$ cat src/rtl/mem_arbiter.sv
// rtl/mem_arbiter.sv - two-port arbiter sharing one single-port memory; round-robin by default, MEM_ARB_FIXED_PRIO_EN selects fixed priority
module mem_arbiter #(
    parameter int addr_width = 8,
    parameter int data_width = 8
) (
    input  logic                  clk,
    input  logic                  rst,
    input  logic                  p0_req,
    input  logic                  p0_write,
    input  logic [addr_width-1:0] p0_addr,
    input  logic [data_width-1:0] p0_wdata,
    output logic [data_width-1:0] p0_rdata,
    output logic                  p0_ack,
    input  logic                  p1_req,
    input  logic                  p1_write,
    input  logic [addr_width-1:0] p1_addr,
    input  logic [data_width-1:0] p1_wdata,
    output logic [data_width-1:0] p1_rdata,
    output logic                  p1_ack,
    output logic                  mem_write,
    output logic [addr_width-1:0] mem_addr,
    output logic [data_width-1:0] mem_wdata,
    input  logic [data_width-1:0] mem_rdata,
    output logic [1:0]            grant
);

    typedef enum logic [1:0] {
        IDLE = 2'd0,
        ACC  = 2'd1,
        ACK  = 2'd2
    } state_t;

    state_t state;
    logic   sel;
    logic   winner;

`ifdef MEM_ARB_FIXED_PRIO_EN
    // Port 0 takes every tie; port 1 only wins when it asks alone.
    assign winner = p1_req && !p0_req;
`else
    logic last;

    // On a tie the port that was not served most recently wins.
    always_comb begin
        winner = 1'b0;
        if (p0_req && p1_req)
            winner = ~last;
        else if (p1_req)
            winner = 1'b1;
    end
`endif

    always_comb begin
        mem_write = 1'b0;
        mem_addr  = '0;
        mem_wdata = '0;
        if (state == ACC) begin
            if (sel) begin
                mem_write = p1_write;
                mem_addr  = p1_addr;
                mem_wdata = p1_wdata;
            end else begin
                mem_write = p0_write;
                mem_addr  = p0_addr;
                mem_wdata = p0_wdata;
            end
        end
    end

    assign grant = (state == IDLE) ? 2'b00 : (sel ? 2'b10 : 2'b01);

    always_ff @(posedge clk or posedge rst) begin
        if (rst) begin
            state    <= IDLE;
            sel      <= 1'b0;
`ifndef MEM_ARB_FIXED_PRIO_EN
            last     <= 1'b1;
`endif
            p0_ack   <= 1'b0;
            p1_ack   <= 1'b0;
            p0_rdata <= '0;
            p1_rdata <= '0;
        end else begin
            p0_ack <= 1'b0;
            p1_ack <= 1'b0;
            case (state)
                IDLE: begin
                    if (p0_req || p1_req) begin
                        sel   <= winner;
                        state <= ACC;
                    end
                end
                ACC: begin
                    if (sel) begin
                        p1_ack <= 1'b1;
                        if (!p1_write)
                            p1_rdata <= mem_rdata;
                    end else begin
                        p0_ack <= 1'b1;
                        if (!p0_write)
                            p0_rdata <= mem_rdata;
                    end
`ifndef MEM_ARB_FIXED_PRIO_EN
                    last  <= sel;
`endif
                    state <= ACK;
                end
                ACK: begin
                    // The served master is still looking at ack, so only the other port counts.
                    if (sel ? p0_req : p1_req) begin
                        sel   <= ~sel;
                        state <= ACC;
                    end else begin
                        state <= IDLE;
                    end
                end
                default: state <= IDLE;
            endcase
        end
    end

endmodule

$ cat config.mk
export PLATFORM = sky130hd
export DESIGN_NAME = mem_arbiter
export DESIGN_NICKNAME = d
export VERILOG_FILES = /design/src/rtl/mem_arbiter.sv
export SDC_FILE = /design/constraint.sdc
export NUM_CORES = 1
export LEC_CHECK = 0
export ABC_AREA = 0
export CAP_MARGIN = 10
export CORE_ASPECT_RATIO = 1.1
export CORE_UTILIZATION = 35
export CTS_BUF_LIST = sky130_fd_sc_hd__clkbuf_8
export DETAILED_ROUTE_END_ITERATION = 12
export GPL_ROUTABILITY_DRIVEN = 1
export PLACE_DENSITY = 0.82
export SLEW_MARGIN = 20
export SYNTH_ARGS = -nofsm -noshare
export SYNTH_HDL_FRONTEND = slang
export SYNTH_SLANG_ARGS = --single-unit
export TNS_END_PERCENT = 5
$ cat constraint.sdc
create_clock -name clk -period 1.7 [get_ports clk]
set_clock_uncertainty 0.05 [all_clocks]
set_input_delay 0.34 -clock clk [delete_from_list [all_inputs] [get_ports clk]]
set_output_delay 0.34 -clock clk [all_outputs]
set_load 0.02 [all_outputs]
==> metrics.md, run 1 <==
| Metric | Value |
|---|---|
| Final Routed Wirelength | between 3000 and 4000 um |
| Worst skew pair latency | approximately 0.26 ns |
| Hold WC Path Type | in -> async |
| Die area | 0.003452 mm2 |
| Leak Pwr | 0.0009792 uW |
| Register Area | ~550 um2 |
| Outcome | complete, but fails checks |
| Synthesis-stage register bit count | 22 |
| Reg2reg start | sel$_DFFE_PP0P_ |
| Post-CTS setup buffer count | 0 |
| Sequential fraction of the synthesis area | 48.95% |
| Gate Count Post-Synth | 100 |
| Vias | about 1100 |
| Crit-path max cell delay | between 0.4 and 0.5 ns |
| Share of cells above drive strength 1 | between 30% and 40% |
| Per-cell routed wire length | 14.75 um |
| Netlist cell types | 19 |
| Peak supply drop | between 1000 and 1500 uV |
| Gr ovfl total | 0 |
| Synth area leaders | dfrtp_1 47%, mux2i_1 16%, mux2_2 16%, nor2_1 7.0%, dfstp_2 2.3% |
| Detailed-route DRC error count | 0 |
| Critical Path Fanout Max | 6 |
| # diodes | 0 |
| Fin nets | 241 |
| Area growth from synthesis to layout | 85.90% |
| Setup crit start kind | register |
| # fillers | 240 |
| Critical path arrival | 1.31 ns |
| Worst-path clk slew | roughly 0.080 ns |
| Starting Density | ~37% |
| WP buf/inv | 2 |
| # hold bufs at CTS | 0 |
| Drt first pass iters | 4 |
| Num CTS Buffers | 3 |
| Worst hold slack | approximately 0.36 ns |
| Asr flop ratio synth | 100.0% |
| RSZ-0062 raised after global routing | yes |
| Reg2reg end | p1_rdata[1]$_DFFE_PP0P_ |
| CP Data Required Time | 1.31 ns |
| Placer Congestion | 0.7190 |
| Critical path cell sequence | clkbuf_16 -> mux2i_1 -> nor2_1 -> buf_2 |
| Final WS setup | -0.001813 ns |
| R2R setup slack | roughly 0.05 ns |
| Placeable core region | ~0.0030 mm2 |
| Top post-synthesis cells by count | 21 x dfrtp_1, 21 x nor2_1, 18 x mux2i_1 |
| Htree depth | 1 |
| Synth Cell Area | ~0.0011 mm2 |
| Post-synth top area share | a little under half |
| Vias in the first global route | around 1200 |
| Row cnt | 21 |
| Fin crit share | 100.1% |
| Main synth FF type | dfrtp_1 |
| Sink Count | 22 |
| Final Core Density | 68.76% |
| Clock buffer depth | 2 |
| Chip width | between 50 and 60 um |
| Hpwl dp | ~2500 um |
| Total Routing Usage GR | between 15 and 20% |
| Final Hold Viols | 0 |
| Vias per cell | 4.991 |
| Tmin final | ~1.7 ns |
| Initial antenna violation count | 0 |
| Fmax | 587.6 MHz |
| DRT iter0 DRCs | 12 |
| Max_slew headroom | roughly four fifths |
| Multi-input logic area | between 500 and 600 um2 |
| Setup-failing EPs final | 1 |
| Die span in y | 61.53 um |
| Largest net degree at the start of global routing | 23 |
| Clock root buffer | clkbuf_8 |
| Post-synth top area cell | dfrtp_1 |
| Tot Pwr | 3762 uW |
| Slew at the pin closest to its max-slew limit | around 0.27 ns |
| EDFF count, synth | 0 |
| Worst-case reg-to-reg path depth | 4 |
| Max-cap viol count | 0 |
| DP Worst Slack | -0.3390 ns |
| Post-route antenna net violation count | 0 |
| I/O pin total | 83 |
| CTS tree | done |
| Crit. End Element | output pin |
| Final Max Tran Viols | 0 |
| Violated checks | negative setup slack |
| Syn_area_per_cell | between 10 and 15 um2 |
| Cell Pwr Density | 1795 mW/mm2 |
| Crit-path slowest cell | dfrtp_2 |
| Mapped Nets | 146 |
| First-pass GRT wire length | 5147 um |
| CP top delay family | flip-flops |
| Syn. warnings | 0 |
| IO buf count | 82 |
| CP Class | reg -> out |
==> per-layer routing <==
metal / vias up / routed length, um / GRT usage (%)
met2: 71 / 1832 / 39.29
met1: 533 / 1181 / 20.24
met3: 6 / 303 / 5.252
met4: 0 / 45 / 6.272
li1: 528 / - / -
met5: - / 0 / 0
==> registers in the layout, indices dropped and copies added (netlist names) <==
signal,flops
sel,1
p0_rdata,8
last,1
p1_ack,1
state,2
p1_rdata,8
p0_ack,1
==> cell type report <==
type                    count  area share (%)
clock buffers               4           2.627
flip-flops and latches     22           26.39
multi-input cells          69           26.09
well taps                  34           2.030
repair buffers             95           42.15
inverters                   4          0.7164
==> through the flow <==
step                      area, um2  std cells  setup TNS [ns]
final                          2096        228       -0.001813
after global routing           2096        228         -0.6103
after CTS                      2069        227       -0.007841
after detailed placement       2061        222          -5.235
after global placement         2061        222          -4.877
after floorplan                1127        100               0
==> kinds of logic (layout without fill, tap and decap cells) <==
kind of cell           Yosys count  count (layout)  share of synthesized area (%)
DFF                             22              22                          48.95
AOI/OAI and AO/OA                5               5                          2.663
and+or+nand+nor                 30              30                          12.88
muxes                           34              34                          31.96
buffers and inverters            9             103                          3.552
==> how the worst max path moves through the flow <==
stage / end / start / cells after the start
6_report: mem_wdata[1] / sel$_DFFE_PP0P_ / 4
5_1_grt: mem_addr[7] / sel$_DFFE_PP0P_ / 4
4_1_cts: mem_addr[1] / sel$_DFFE_PP0P_ / 4
3_5_place_dp: mem_addr[1] / p0_addr[1] / 4
3_3_place_gp: mem_write / p0_write / 4
2_1_floorplan: mem_addr[0] / sel$_DFFE_PP0P_ / 4
==> worst reg2reg max path: stages, from the launching register on <==
cell	delay [ns]
dfrtp_2	0.45
clkbuf_16	0.20
nand3b_1	0.19
nor2_4	0.28
mux2_2	0.37
==> placed cells by master, fill, tap and decap left out, types with 2 or more instances in the layout <==
master and instances:
a211oi_1 2, a21oi_1 2, buf_2 14, buf_4 15, clkbuf_16 2, clkbuf_8 4
clkdlybuf4s50_1 63, dfrtp_1 20, inv_1 4, mux2_2 16, mux2i_1 17, nand2_1 3
nor2_1 20
==> power breakdown <==
group / total (uW) / switching [uW] / internal, uW
Sequential: 953 / 157 / 795
Combinational: 2440 / 1200 / 1240
Clock: 368 / 162 / 206
==> timing repair <==
item                       in CTS  in global routing
gates cloned                    1                  1
setup endpoints to repair      27                 17
pin swaps                       0                  0
resized for setup              78                  9
(Power assumes the default switching activity.)
==> run 2: changes to the inputs <==
ABC_CLOCK_PERIOD_IN_PS = 1700   (was not set)
==> results of run 2 <==
Final layout, timing and power as in run 1 (identical DEF).
